===== config.mk =====
export PLATFORM = sky130hd
export DESIGN_NAME = vram_arbiter
export DESIGN_NICKNAME = d
export VERILOG_FILES = /design/src/rtl/vram_pkg.sv /design/src/rtl/vram_arbiter.sv
export SDC_FILE = /design/constraint.sdc
export NUM_CORES = 1
export LEC_CHECK = 0
export ABC_AREA = 1
export CORE_AREA = 4 4 64 110
export DETAILED_ROUTE_END_ITERATION = 10
export DIE_AREA = 0 0 68 114
export GPL_TIMING_DRIVEN = 0
export PLACE_DENSITY = 0.55
export SLEW_MARGIN = 10
export SYNTH_ARGS = -nofsm -noshare
export SYNTH_HDL_FRONTEND = slang
export SYNTH_SLANG_ARGS = --single-unit

===== constraint.sdc =====
create_clock -name clk -period 1.8 [get_ports clk]
set_input_delay 0.36 -clock clk [delete_from_list [all_inputs] [get_ports clk]]
set_output_delay 0.36 -clock clk [all_outputs]
set_load 0.05 [all_outputs]

===== src/rtl/vram_pkg.sv =====
// Shared types and widths for the video/data RAM arbiter.
`timescale 1ns/1ps
package vram_pkg;
    localparam int VRAM_ADDR_W = 8;
    localparam int VRAM_DATA_W = 8;

    typedef enum logic [1:0] {IDLE, V_WAIT, C_WAIT} vram_state_t;
endpackage


===== src/rtl/vram_arbiter.sv =====
// Shares the single-port video/data RAM between the CPU data port and VGA scanout.
// VGA refetches its held tile byte on address change and wins ties; CPU uses every other slot.
`timescale 1ns/1ps
module vram_arbiter
    import vram_pkg::*;
#(
    parameter int ADDR_W = VRAM_ADDR_W,
    parameter int DATA_W = VRAM_DATA_W
) (
    input  logic              clk,
    input  logic              reset,
    input  logic              cpu_req,
    input  logic              cpu_we,
    input  logic [ADDR_W-1:0] cpu_addr,
    input  logic [DATA_W-1:0] cpu_wdata,
    output logic              cpu_ack,
    output logic [DATA_W-1:0] cpu_rdata,
    input  logic [ADDR_W-1:0] vga_addr,
    output logic [DATA_W-1:0] vga_data,
    output logic              mem_en,
    output logic              mem_we,
    output logic [ADDR_W-1:0] mem_addr,
    output logic [DATA_W-1:0] mem_wdata,
    input  logic [DATA_W-1:0] mem_rdata
);

    vram_state_t       state, state_nxt;
    logic [ADDR_W-1:0] vga_tag;
    logic              vga_valid;
    logic              vga_pending;
    logic [DATA_W-1:0] cpu_rdata_q;
    logic              cpu_rd_q;
    logic              vga_issue, cpu_issue;

    assign vga_pending = !vga_valid || (vga_addr != vga_tag);

    // Outputs are forced quiet while reset is held, even before the state register clears.
    always_comb begin
        state_nxt = state;
        mem_en    = 1'b0;
        mem_we    = 1'b0;
        mem_addr  = '0;
        mem_wdata = '0;
        cpu_ack   = 1'b0;
        vga_issue = 1'b0;
        cpu_issue = 1'b0;
        if (reset) begin
            case (state)
                IDLE: begin
                    if (vga_pending) begin
                        mem_en    = 1'b1;
                        mem_addr  = vga_addr;
                        vga_issue = 1'b1;
                        state_nxt = V_WAIT;
                    end else if (cpu_req) begin
                        mem_en    = 1'b1;
                        mem_we    = cpu_we;
                        mem_addr  = cpu_addr;
                        mem_wdata = cpu_wdata;
                        cpu_issue = 1'b1;
                        state_nxt = C_WAIT;
                    end
                end
                V_WAIT:  state_nxt = IDLE;
                C_WAIT: begin
                    cpu_ack   = 1'b1;
                    state_nxt = IDLE;
                end
                default: state_nxt = IDLE;
            endcase
        end
    end

    always_ff @(posedge clk) begin
        if (!reset) begin
            state       <= IDLE;
            vga_tag     <= '0;
            vga_valid   <= 1'b0;
            vga_data    <= '0;
            cpu_rdata_q <= '0;
            cpu_rd_q    <= 1'b0;
        end else begin
            state <= state_nxt;
            if (vga_issue)
                vga_tag <= vga_addr;
            if (cpu_issue)
                cpu_rd_q <= !cpu_we;
            // The byte for the latched tag is stored even if vga_addr moved meanwhile.
            if (state == V_WAIT) begin
                vga_data  <= mem_rdata;
                vga_valid <= 1'b1;
            end
            if (state == C_WAIT && cpu_rd_q)
                cpu_rdata_q <= mem_rdata;
        end
    end

    // Read data is passed through in the ack cycle and held afterwards.
    assign cpu_rdata = (reset && state == C_WAIT && cpu_rd_q) ? mem_rdata : cpu_rdata_q;

endmodule


Word level (Yosys, flattened, before mapping)
Cells that the tools add are included.

Eq/ne operators: 3. Multiplexer cells: 27. Bitwise logic cells: 2. Reductions and logical operators: 10.

Operator list (count): two-way mux 8 bit (9); two-way mux 1 bit (18); inequality test 8 bit (1); logical AND 1 bit (3); OR reduction 3 bit (1); equality test 2 x 1 -> 1 bit (second input constant) (1); equality test 2 bit (second input constant) (1); logical NOT 1 bit (2); logical NOT 2 bit (1); NOT 1 bit (2); AND reduction 2 bit (1); nonzero test 2 bit (1); logical OR 1 bit (1).

Flip-flop bits (word level): 28. Input bits: 36. Output and inout port bits: 35.

Longest topological paths before layout
Gate-level depths: netlist (run 1).

Word-level depth: 5. Gate-level depth with buffers: 11. Depth with buffers taken out: 11.

Least setup slack after synthesis (run 1)
No wires, ideal clock.

Path type: reg2out. From: reg state[0]. To: out cpu_rdata[0]. Arrival time: 1.784 ns. Data required time: 1.440 ns. Setup slack: -0.344 ns. Stages on the path, launching flop included: 6. Path buffers: 1. Cell sequence: dfxtp_1 inv_1 nand3_1 nor2_1 buf_2 o21ai_0.

Longest elaborated chain between the ends: 4.

RTL lines: start, declared (RTL line vram_arbiter.sv:27) `vram_state_t state, state_nxt;`; start signal, assigned (RTL line vram_arbiter.sv:83) `state <= state_nxt;`; equality test 2 bit (RTL line vram_arbiter.sv:99) `assign cpu_rdata = (reset && state == C_WAIT && cpu_rd_q) ? mem_rdata : cpu_rdata_q;`; logical AND 1 bit (2 in a row) (RTL line vram_arbiter.sv:99); two-way mux 8 bit (RTL line vram_arbiter.sv:99); end, declared (RTL line vram_arbiter.sv:17) `output logic [DATA_W-1:0] cpu_rdata,`.

No other way between the ends.

Final worst setup path (run 1)
From: in vga_addr[3]. To: out mem_addr[4].

Longest elaborated chain between the ends: 5.

RTL lines: start, declared (RTL line vram_arbiter.sv:18) `input logic [ADDR_W-1:0] vga_addr,`; inequality test 8 bit (RTL line vram_arbiter.sv:35) `assign vga_pending = !vga_valid || (vga_addr != vga_tag);`; logical OR 1 bit (RTL line vram_arbiter.sv:35); two-way mux 8 bit (RTL line vram_arbiter.sv:50) `if (vga_pending) begin`; two-way mux 8 bit (RTL line vram_arbiter.sv:48) `case (state)`; two-way mux 8 bit (RTL line vram_arbiter.sv:47) `if (reset) begin`; end, declared (RTL line vram_arbiter.sv:22) `output logic [ADDR_W-1:0] mem_addr,`.

No other way between the ends.

==> results of run 1 <==
==> area by class of cell <==
cell class              count  area [um2]
fillers                   624        3340
repair buffers             93         996
clock buffers               4        55.1
multi-input cells         154         938
plain buffers               3        20.0
inverters                  40         165
well taps                  80         100
flip-flops and latches     28         571
==> sequential cells by signal (all words and copies together) (netlist names) <==
name	flops
state	2
vga_data	8
vga_tag	8
vga_valid	1
cpu_rd_q	1
cpu_rdata_q	8
==> what timing repair did <==
| action | in CTS | in global routing |
|---|---|---|
| pin swaps | 9 | 9 |
| hold endpoints to repair | 0 | 0 |
| buffers inserted | 14 | 8 |
| gates resized for setup | 250 | 56 |
| endpoints found under the setup margin | 28 | 42 |
| cloned | 2 | 0 |
==> worst reg2reg max path, cell delays in order (launching register included) <==
cell      delay, ns
dfxtp_2        0.35
buf_6          0.10
inv_4          0.03
buf_4          0.12
nor2_2         0.28
clkinv_1       0.31
nor2_1         0.22
nor2_1         0.07
==> kinds of logic (layout without fill, tap and decap cells) <==
kind of cell / after synthesis / after routing / synth area share (%)
AND/OR/NAND/NOR: 114 / 115 / 34.6
XOR/XNOR: 1 / 1 / 0.608
buffers and inverters: 43 / 140 / 11.6
multiplexers: 3 / 3 / 2.09
flip-flops: 28 / 28 / 38.9
AO/OA/AOI/OAI: 35 / 35 / 12.2
==> power breakdown <==
group	internal [mW]	switching [mW]
sequential	0.649	0.0164
clock	0.196	0.199
combinational	0.177	0.237
==> stage by stage <==
step | instance area, um2 | total power, mW | cells
2_1_floorplan | 1460 | 0.873 | 224
3_3_place_gp | 2260 | 1.04 | 374
3_5_place_dp | 2260 | 1.04 | 374
4_1_cts | 2600 | 1.47 | 394
5_1_grt | 2850 | 1.55 | 402
6_report | 2850 | 1.47 | 402
==> Yosys cell counts <==
master,number
or2_1,1
nand2_4,2
mux2i_1,3
clkinv_1,1
clkinv_4,1
nand3_1,10
nor2_4,1
inv_2,1
clkbuf_1,2
nor2_1,39
a21oi_1,8
nand2_1,50
o21ai_0,26
dfxtp_1,28
nand3_2,1
o21ai_1,1
inv_1,37
buf_2,1
nand2_2,9
xor2_1,1
nand3b_1,1
==> placed cells by master, fill, tap and decap left out, types with 4 or more instances in the layout <==
cell             count
nor2_1              27
nand2_4             10
clkbuf_8             4
nand2_1             34
nand2_2             17
nor2_4               7
buf_6               22
buf_4               15
inv_1               34
dlygate4sd2_1        9
a21oi_1              8
nand3_1              8
dfxtp_1             20
dlymetal6s2s_1       7
buf_8               10
clkdlybuf4s50_1     26
o21ai_0             16
dfxtp_2              8
o21ai_2              8
nor2_2               6
==> per-layer routing <==
| layer | share of wire (%) | GRT usage [%] | wire length, um | up-vias |
|---|---|---|---|---|
| met1 | 34 | 12.7 | 1680 | 792 |
| met5 | 0 | 0 | 0 | - |
| met2 | 59 | 25.1 | 2930 | 54 |
| met4 | 0.85 | 3.19 | 42 | 0 |
| met3 | 6.2 | 2.07 | 306 | 5 |
| li1 | - | - | - | 880 |
==> worst paths after layout <==
check | start | endpoint | slack [ns] | cells past startpoint
worst max register to register | state[0]$_SDFFE_PN0P_ | vga_data[5]$_SDFFE_PN0N_ | 0.23 | 7
worst min-delay path | vga_tag[5]$_SDFFE_PN0P_ | vga_tag[5]$_SDFFE_PN0P_ | 0.47 | 2
worst min register to register | vga_tag[5]$_SDFFE_PN0P_ | vga_tag[5]$_SDFFE_PN0P_ | 0.47 | 2
worst max-delay path | vga_addr[3] | mem_addr[4] | -0.30 | 13
==> results_dict.tcl, run 1 <==
set metrics [dict create \
    status "finished with violations" \
    violations "negative setup slack" \
    grt_setup_unrepaired "true" \
    wirelength_mm 4.96 \
    die_w_um 68 \
    fin_nets 359 \
    dpl_worst_slack_ns -1.21 \
    yosysWarnings 0 \
    cts_max_level 1 \
    remaining_drc_errors 0 \
    syn_inst 224 \
    finalSetupViolCount 25 \
    setup_slack_ns -0.298 \
    grt_pass1_vias 1734 \
    grt_overflow 0 \
    cpLargestDelayFamily "simple AND/OR/NAND/NOR gates" \
    worst-path-buf-inv 5 \
    cts_root_buf "clkbuf_8" \
    grt_max_degree 16 \
    maxCapViolations 0 \
    finalClockSkew_ns 0.00680 \
    finalCoreUtilization_pct 46.0 \
    track_usage_pct 12.6 \
    slowest_stage "dlygate4sd2_1" \
    final.setup.tns_ns -5.29 \
    gp_congestion 0.742 \
    dr.pass1.iters 4 \
    worst_pin_slew_ns 0.520 \
    critPathMaxFanout 4 \
    powerDensity_nw_per_um2 518 \
    synth_area_leaders "dfxtp_1, nand2_1, nor2_1" \
    num_vias 1731 \
    hold_ws_ns 0.473 \
    crit_type "in -> out" \
    port_buffers 70 \
    die_h_um 114 \
    hold_viol 0 \
    ys_seq_elements 28 \
    areaGrowthSynthToFinish_pct 97.6 \
    synth_nets 260 \
    antenna_cells 0 \
    clock-sinks 28 \
    grt_pass1_wl_mm 7.55 \
    start_kind "primary input" \
    insertion_delay_ns 0.28 \
    avgSynthCellArea_um2 6.43 \
    synth_top_cell_area_share_pct 38.9 \
    via_per_inst 4.31 \
    holdBufCountCts 0 \
    core.rowCount 38 \
    clk_pin_slew_ns 0.09 \
    leakage_nw 1.45 \
    cpPeakStageDelay_ns 0.25 \
    critPathArrivalTime_ns 1.74 \
    coreArea_um2 6180 \
    wire_per_inst_um 12.3 \
    irDropWorstVdd_uv 330 \
    synth_cell_types 21 \
    dieArea_um2 7750 \
    initial_core_util_pct 23.3 \
    netlist.top_cell.by_area "dfxtp_1" \
    syn_area_um2 1440 \
    clockBufferDepth 2 \
    worstPathRequired_ns 1.44 \
    cts_tree "done" \
    antenna_found_initial 0 \
    pin_count 71 \
    ant_nets 0 \
    end_kind "primary output" \
    dpl.hpwl_mm 3.46 \
    synth_seq_area_share_pct 38.9 \
    period_needed_ns 2.10 \
    drive_gt1_share_pct 38.2 \
    slew_headroom_pct 65.2 \
    fin_crit_sh_pct 117 \
    slew_violations 0 \
    first_iter_violations 34 \
    numCtsBuffers 3 \
    min_path_type "reg -> reg" \
    path_cells "dlygate4sd2_1 -> inv_1 -> nand2_1 -> o21ai_1 -> nor2_1 -> nand3b_1 -> nor2_4 -> nand2_8 -> clkinv_8 -> buf_8 -> nand2_2 -> nand2_2 -> buf_8" \
    max_freq_ghz 0.477 \
]
Power figures use the tool's default switching activity.
==> run 2, diff against run 1 <==
--- a/config.mk
+++ b/config.mk
@@ -11,6 +11,7 @@
 export DIE_AREA = 0 0 68 114
 export GPL_TIMING_DRIVEN = 0
 export PLACE_DENSITY = 0.55
+export SETUP_SLACK_MARGIN = 0.1
 export SLEW_MARGIN = 10
 export SYNTH_ARGS = -nofsm -noshare
 export SYNTH_HDL_FRONTEND = slang
==> results_dict.tcl, run 2 (synthesis gave the netlist of run 1 again) <==
set metrics [dict create \
    gp_congestion 0.738 \
    grt_pass1_vias 1848 \
    dp.cells 374 \
    path_cells "dlygate4sd2_1 -> inv_1 -> nand2_1 -> o21ai_1 -> nor2_1 -> nand3b_1 -> nor2_4 -> nand2_8 -> clkinv_8 -> nand2_2 -> nand2_4 -> buf_8" \
    grt_pass1_wl_mm 7.99 \
    top_regs "cpu_rdata_q: 8 flops, vga_data: 8 flops, vga_tag: 8 flops" \
    min_path_type "reg -> reg" \
    remaining_drc_errors 0 \
    irDropWorstVdd_uv 445 \
    dpl_worst_slack_ns -1.31 \
    clockPowerShare_pct 32.0 \
    dr.pass1.iters 4 \
    swShare_pct 29.0 \
    core.rowCount 38 \
    power_mw 1.57 \
    worst-path-buf-inv 4 \
    cts_tree "done" \
    combPwrFrac_pct 25.6 \
    num_vias 1679 \
    grt_max_degree 17 \
    areaGrowthSynthToFinish_pct 95.6 \
    first_iter_violations 41 \
    cts_max_level 1 \
    violations "negative setup slack" \
    track_usage_pct 13.5 \
    clk_pin_slew_ns 0.09 \
    critPathMaxFanout 6 \
    port_buffers 70 \
    worst_pin_slew_ns 0.509 \
    pin_count 71 \
    final_common_cell "nand2_1" \
    dieArea_um2 7750 \
    p_sw_mw 0.454 \
    status "finished with violations" \
    powerDensity_nw_per_um2 556 \
    setup_slack_ns -0.307 \
    hold_viol 0 \
    final_cell_count_no_fill 398 \
    slew_violations 0 \
    period_needed_ns 2.11 \
    fill_cells 664 \
    antenna_found_initial 0 \
    leakage_nw 1.35 \
    dpl.hpwl_mm 3.53 \
    cpLargestDelayFamily "simple AND/OR/NAND/NOR gates" \
    crit_type "in -> out" \
    drive_gt1_share_pct 37.4 \
    slowest_stage "dlygate4sd2_1" \
    power_frac_seq_pct 42.4 \
    initial_core_util_pct 23.3 \
    grt_overflow 0 \
    antenna_cells 0 \
    wire_per_inst_um 12.2 \
    finalClockSkew_ns 0.0105 \
    p_int_mw 1.11 \
    die_h_um 114 \
    via_per_inst 4.22 \
    slew_headroom_pct 66.2 \
    start_kind "primary input" \
    grt_setup_unrepaired "true" \
    ant_nets 0 \
    clock-sinks 28 \
    die_w_um 68 \
    wirelength_mm 4.86 \
    final_cell_mix "nand2_1, inv_1, nor2_1" \
    cpPeakStageDelay_ns 0.26 \
    fin_nets 355 \
    coreArea_um2 6180 \
    insertion_delay_ns 0.28 \
    critPathArrivalTime_ns 1.75 \
    numCtsBuffers 3 \
    fin_crit_sh_pct 117 \
    finalSetupViolCount 18 \
    maxCapViolations 0 \
    clockBufferDepth 2 \
    cts_root_buf "clkbuf_8" \
    end_kind "primary output" \
    max_freq_ghz 0.475 \
    worstPathRequired_ns 1.44 \
]
-- run 2: cell types whose count changed in the layout (fill, tap and decap cells not counted), sizes merged --
| cell | previous run | this run |
|---|---|---|
| clkbuf | 7 | 4 |
| buf | 51 | 47 |
| dlymetal6s2s | 7 | 0 |
| clkdlybuf4s15 | 0 | 3 |
| bufinv | 0 | 1 |
| clkinv | 2 | 3 |
| dlygate4sd2 | 9 | 14 |
-- run 2: final timing paths --
path / from / end / slack, ns / cells past startpoint
setup / recovery: vga_addr[3] / mem_addr[7] / -0.31 / 12
setup reg to reg: vga_tag[3]$_SDFFE_PN0P_ / state[1]$_SDFFE_PP0P_ / 0.36 / 10
hold / removal: vga_tag[1]$_SDFFE_PN0P_ / vga_tag[1]$_SDFFE_PN0P_ / 0.47 / 2
hold reg to reg: vga_tag[1]$_SDFFE_PN0P_ / vga_tag[1]$_SDFFE_PN0P_ / 0.47 / 2
-- run 2: worst register-to-register path, stage by stage (launching register included) --
cell and delay [ns]:
dfxtp_2 0.36, inv_2 0.04, nand2_2 0.06, o21ai_1 0.06, nor2_1 0.10, nand3b_1 0.13
nor2_4 0.20, nand2_8 0.14, clkinv_8 0.10, buf_4 0.11, buf_4 0.09
-- run 2: power by group through the flow --
| stage | clock network, mW | registers [mW] | logic, mW |
|---|---|---|---|
| after detailed placement | 0 | 0.677 | 0.378 |
| after global routing | 0.554 | 0.669 | 0.435 |
| after CTS | 0.515 | 0.664 | 0.399 |
| final | 0.501 | 0.664 | 0.401 |
| after floorplan | 0 | 0.724 | 0.164 |
| after global placement | 0 | 0.677 | 0.376 |
-- run 2: cell type report --
| cell class | count | area, um2 | share of cell area (%) |
|---|---|---|---|
| multi-input cells | 154 | 966 | 34.3 |
| repair buffers | 88 | 905 | 32.1 |
| flip-flops and latches | 28 | 572 | 20.3 |
| inverters | 40 | 166 | 5.91 |
| well taps | 80 | 100 | 3.55 |
| clock buffers | 3 | 41.3 | 1.47 |
| clock inverters | 1 | 30.0 | 1.07 |
| plain buffers | 3 | 20.0 | 0.711 |
| repair inverters | 1 | 16.3 | 0.578 |
-- run 2: repair_timing --
item,CTS,global route
hold buffers,0,0
resized for setup,260,17
cloned,3,0
endpoints found under the setup margin,35,30
pin swaps,9,3
setup buffers,16,1
-- run 2: metal layers --
layer  track usage (%)  wire [um]  vias to the layer above
met2              26.3       2850                       51
met1              13.6       1660                      749
met3              2.36        305                        6
met5                 0          0                        -
met4              4.12         50                        0
li1                  -          -                      873
-- run 2: through the flow --
stage          hold slack, ns  cell area [um2]  utilization [%]  TNS [ns]
2_1_floorplan           0.451             1550                -    -0.126
3_3_place_gp            0.462             2350             38.0    -30.16
3_5_place_dp            0.465             2350             38.0    -30.74
4_1_cts                 0.473             2750             44.5     -5.09
5_1_grt                 0.491             2820             45.6     -7.39
6_report                0.472             2820             45.6     -4.84
==> run 3, diff against run 2 <==
--- a/config.mk
+++ b/config.mk
@@ -6,9 +6,10 @@
 export NUM_CORES = 1
 export LEC_CHECK = 0
 export ABC_AREA = 1
-export CORE_AREA = 4 4 64 110
+export CORE_AREA = 3 3 63 109
+export CTS_CLUSTER_SIZE = 30
 export DETAILED_ROUTE_END_ITERATION = 10
-export DIE_AREA = 0 0 68 114
+export DIE_AREA = 0 0 66 112
 export GPL_TIMING_DRIVEN = 0
 export PLACE_DENSITY = 0.55
 export SETUP_SLACK_MARGIN = 0.1
==> results_dict.tcl, run 3 (synthesis gave the netlist of run 1 again) <==
set metrics [dict create \
    final_cell_count_no_fill 404 \
    areaGrowthSynthToFinish_pct 107 \
    cpLargestDelayFamily "simple AND/OR/NAND/NOR gates" \
    dieArea_um2 7390 \
    ant_nets 0 \
    fin_crit_sh_pct 117 \
    track_usage_pct 13.1 \
    powerDensity_nw_per_um2 537 \
    irDropWorstVdd_uv 326 \
    drive_gt1_share_pct 45.4 \
    min_path_type "in -> reg" \
    core.rowCount 38 \
    dpl.hpwl_mm 3.45 \
    violations "negative setup slack" \
    worstPathRequired_ns 1.44 \
    slowest_stage "dlygate4sd2_1" \
    grt_pass1_wl_mm 7.49 \
    clk_pin_slew_ns 0.10 \
    antenna_found_initial 0 \
    slew_headroom_pct 64.4 \
    finalSetupViolCount 25 \
    fin_nets 361 \
    die_h_um 112 \
    critPathArrivalTime_ns 1.74 \
    clockBufferDepth 2 \
    critPathMaxFanout 6 \
    fill_cells 599 \
    worst-path-buf-inv 3 \
    multi_input_area_um2 1060 \
    max_freq_ghz 0.476 \
    cts_tree "done" \
    period_needed_ns 2.10 \
    grt_pass1_vias 1642 \
    clock-sinks 28 \
    maxCapViolations 0 \
    wirelength_mm 4.99 \
    dp.cells 374 \
    port_buffers 70 \
    start_kind "primary input" \
    dr.pass1.iters 4 \
    coreArea_um2 6130 \
    setup_slack_ns -0.299 \
    gp_congestion 0.775 \
    insertion_delay_ns 0.28 \
    leakage_nw 1.40 \
    numCtsBuffers 3 \
    end_kind "primary output" \
    first_iter_violations 87 \
    top_regs "cpu_rdata_q: 8 flops, vga_data: 8 flops, vga_tag: 8 flops" \
    cts_max_level 1 \
    path_cells "dlygate4sd2_1 -> xor2_1 -> nor2_2 -> nand3_2 -> nor2_4 -> nand2_8 -> clkinv_8 -> nand2_4 -> nand2_4 -> buf_8" \
    wire_per_inst_um 12.3 \
    critPathMostFrequentCell "nand2_4" \
    cts_root_buf "clkbuf_8" \
    initial_core_util_pct 23.5 \
    grt_max_degree 17 \
    grt_setup_unrepaired "true" \
    worst_pin_slew_ns 0.536 \
    via_per_inst 4.28 \
    cpPeakStageDelay_ns 0.27 \
    pin_count 71 \
    finalClockSkew_ns 0.00695 \
    final_cell_mix "inv_1, nand2_1, clkdlybuf4s50_1" \
    grt_overflow 0 \
    regArea_um2 571 \
    slew_violations 0 \
    antenna_cells 0 \
    crit_type "in -> out" \
    remaining_drc_errors 0 \
    hold_ws_ns 0.402 \
    die_w_um 66 \
    hold_viol 0 \
    status "finished with violations" \
    final_common_cell "inv_1" \
    num_vias 1729 \
]
-- run 3: power by group --
part           total, mW  switching (mW)  internal [mW]
clock              0.496           0.198          0.298
combinational      0.435           0.253          0.182
sequential         0.667          0.0175          0.649
-- run 3: worst register-to-register path: stages (launching register included) --
cell and delay [ns]:
dfxtp_1 0.33, xor2_1 0.17, nor2_2 0.12, nand3_2 0.10, nor2_4 0.22, buf_12 0.15, buf_6 0.09, buf_4 0.09
buf_4 0.09, a21oi_1 0.05, nor2_1 0.09
-- run 3: path summary, 6_finish.rpt --
path                            from                      end  slack [ns]  depth (start not counted)
min                      vga_addr[3]  vga_tag[3]$_SDFFE_PN0P_        0.40                          3
min reg2reg  vga_tag[0]$_SDFFE_PN0P_  vga_tag[0]$_SDFFE_PN0P_        0.48                          2
max                      vga_addr[4]              mem_addr[1]       -0.30                         10
max reg2reg  vga_tag[4]$_SDFFE_PN0P_    cpu_rd_q$_SDFFE_PN0P_        0.26                         10
-- run 3: area by class of cell --
| type | instances | share of cell area, % |
|---|---|---|
| Buffer | 3 | 0.673 |
| Clock buffer | 3 | 1.39 |
| Clock inverter | 1 | 1.01 |
| Inverter | 40 | 5.68 |
| Multi-Input combinational cell | 154 | 35.5 |
| Sequential cell | 28 | 19.2 |
| Tap cell | 80 | 3.36 |
| Timing Repair Buffer | 94 | 32.7 |
| Timing Repair inverter | 1 | 0.547 |
-- run 3: what timing repair did --
action,in CTS,in global routing
gates resized for setup,266,44
pin swaps,10,13
buffers inserted,16,7
hold buffers,0,0
gates cloned,3,0
setup endpoints to repair,35,35
hold endpoints to repair,0,0
-- run 3: metal layers --
layer	track usage (%)	part of all wire, %	vias up
li1	-	-	890
met1	13.4	36	785
met2	25.1	57	47
met3	2.42	5.3	7
met4	4.88	1.9	0
met5	0	0	-
-- run 3: stage by stage --
stage	setup TNS [ns]	power (mW)	setup slack (ns)	utilization, %	area [um2]
after floorplan	-0.126	0.888	-0.0566	-	1550
after global routing	-7.20	1.67	-0.404	48.5	2980
after CTS	-5.50	1.59	-0.339	45.8	2810
final	-4.83	1.60	-0.299	48.5	2980
after global placement	-30.51	1.05	-1.28	38.3	2350
after detailed placement	-30.31	1.05	-1.27	38.3	2350
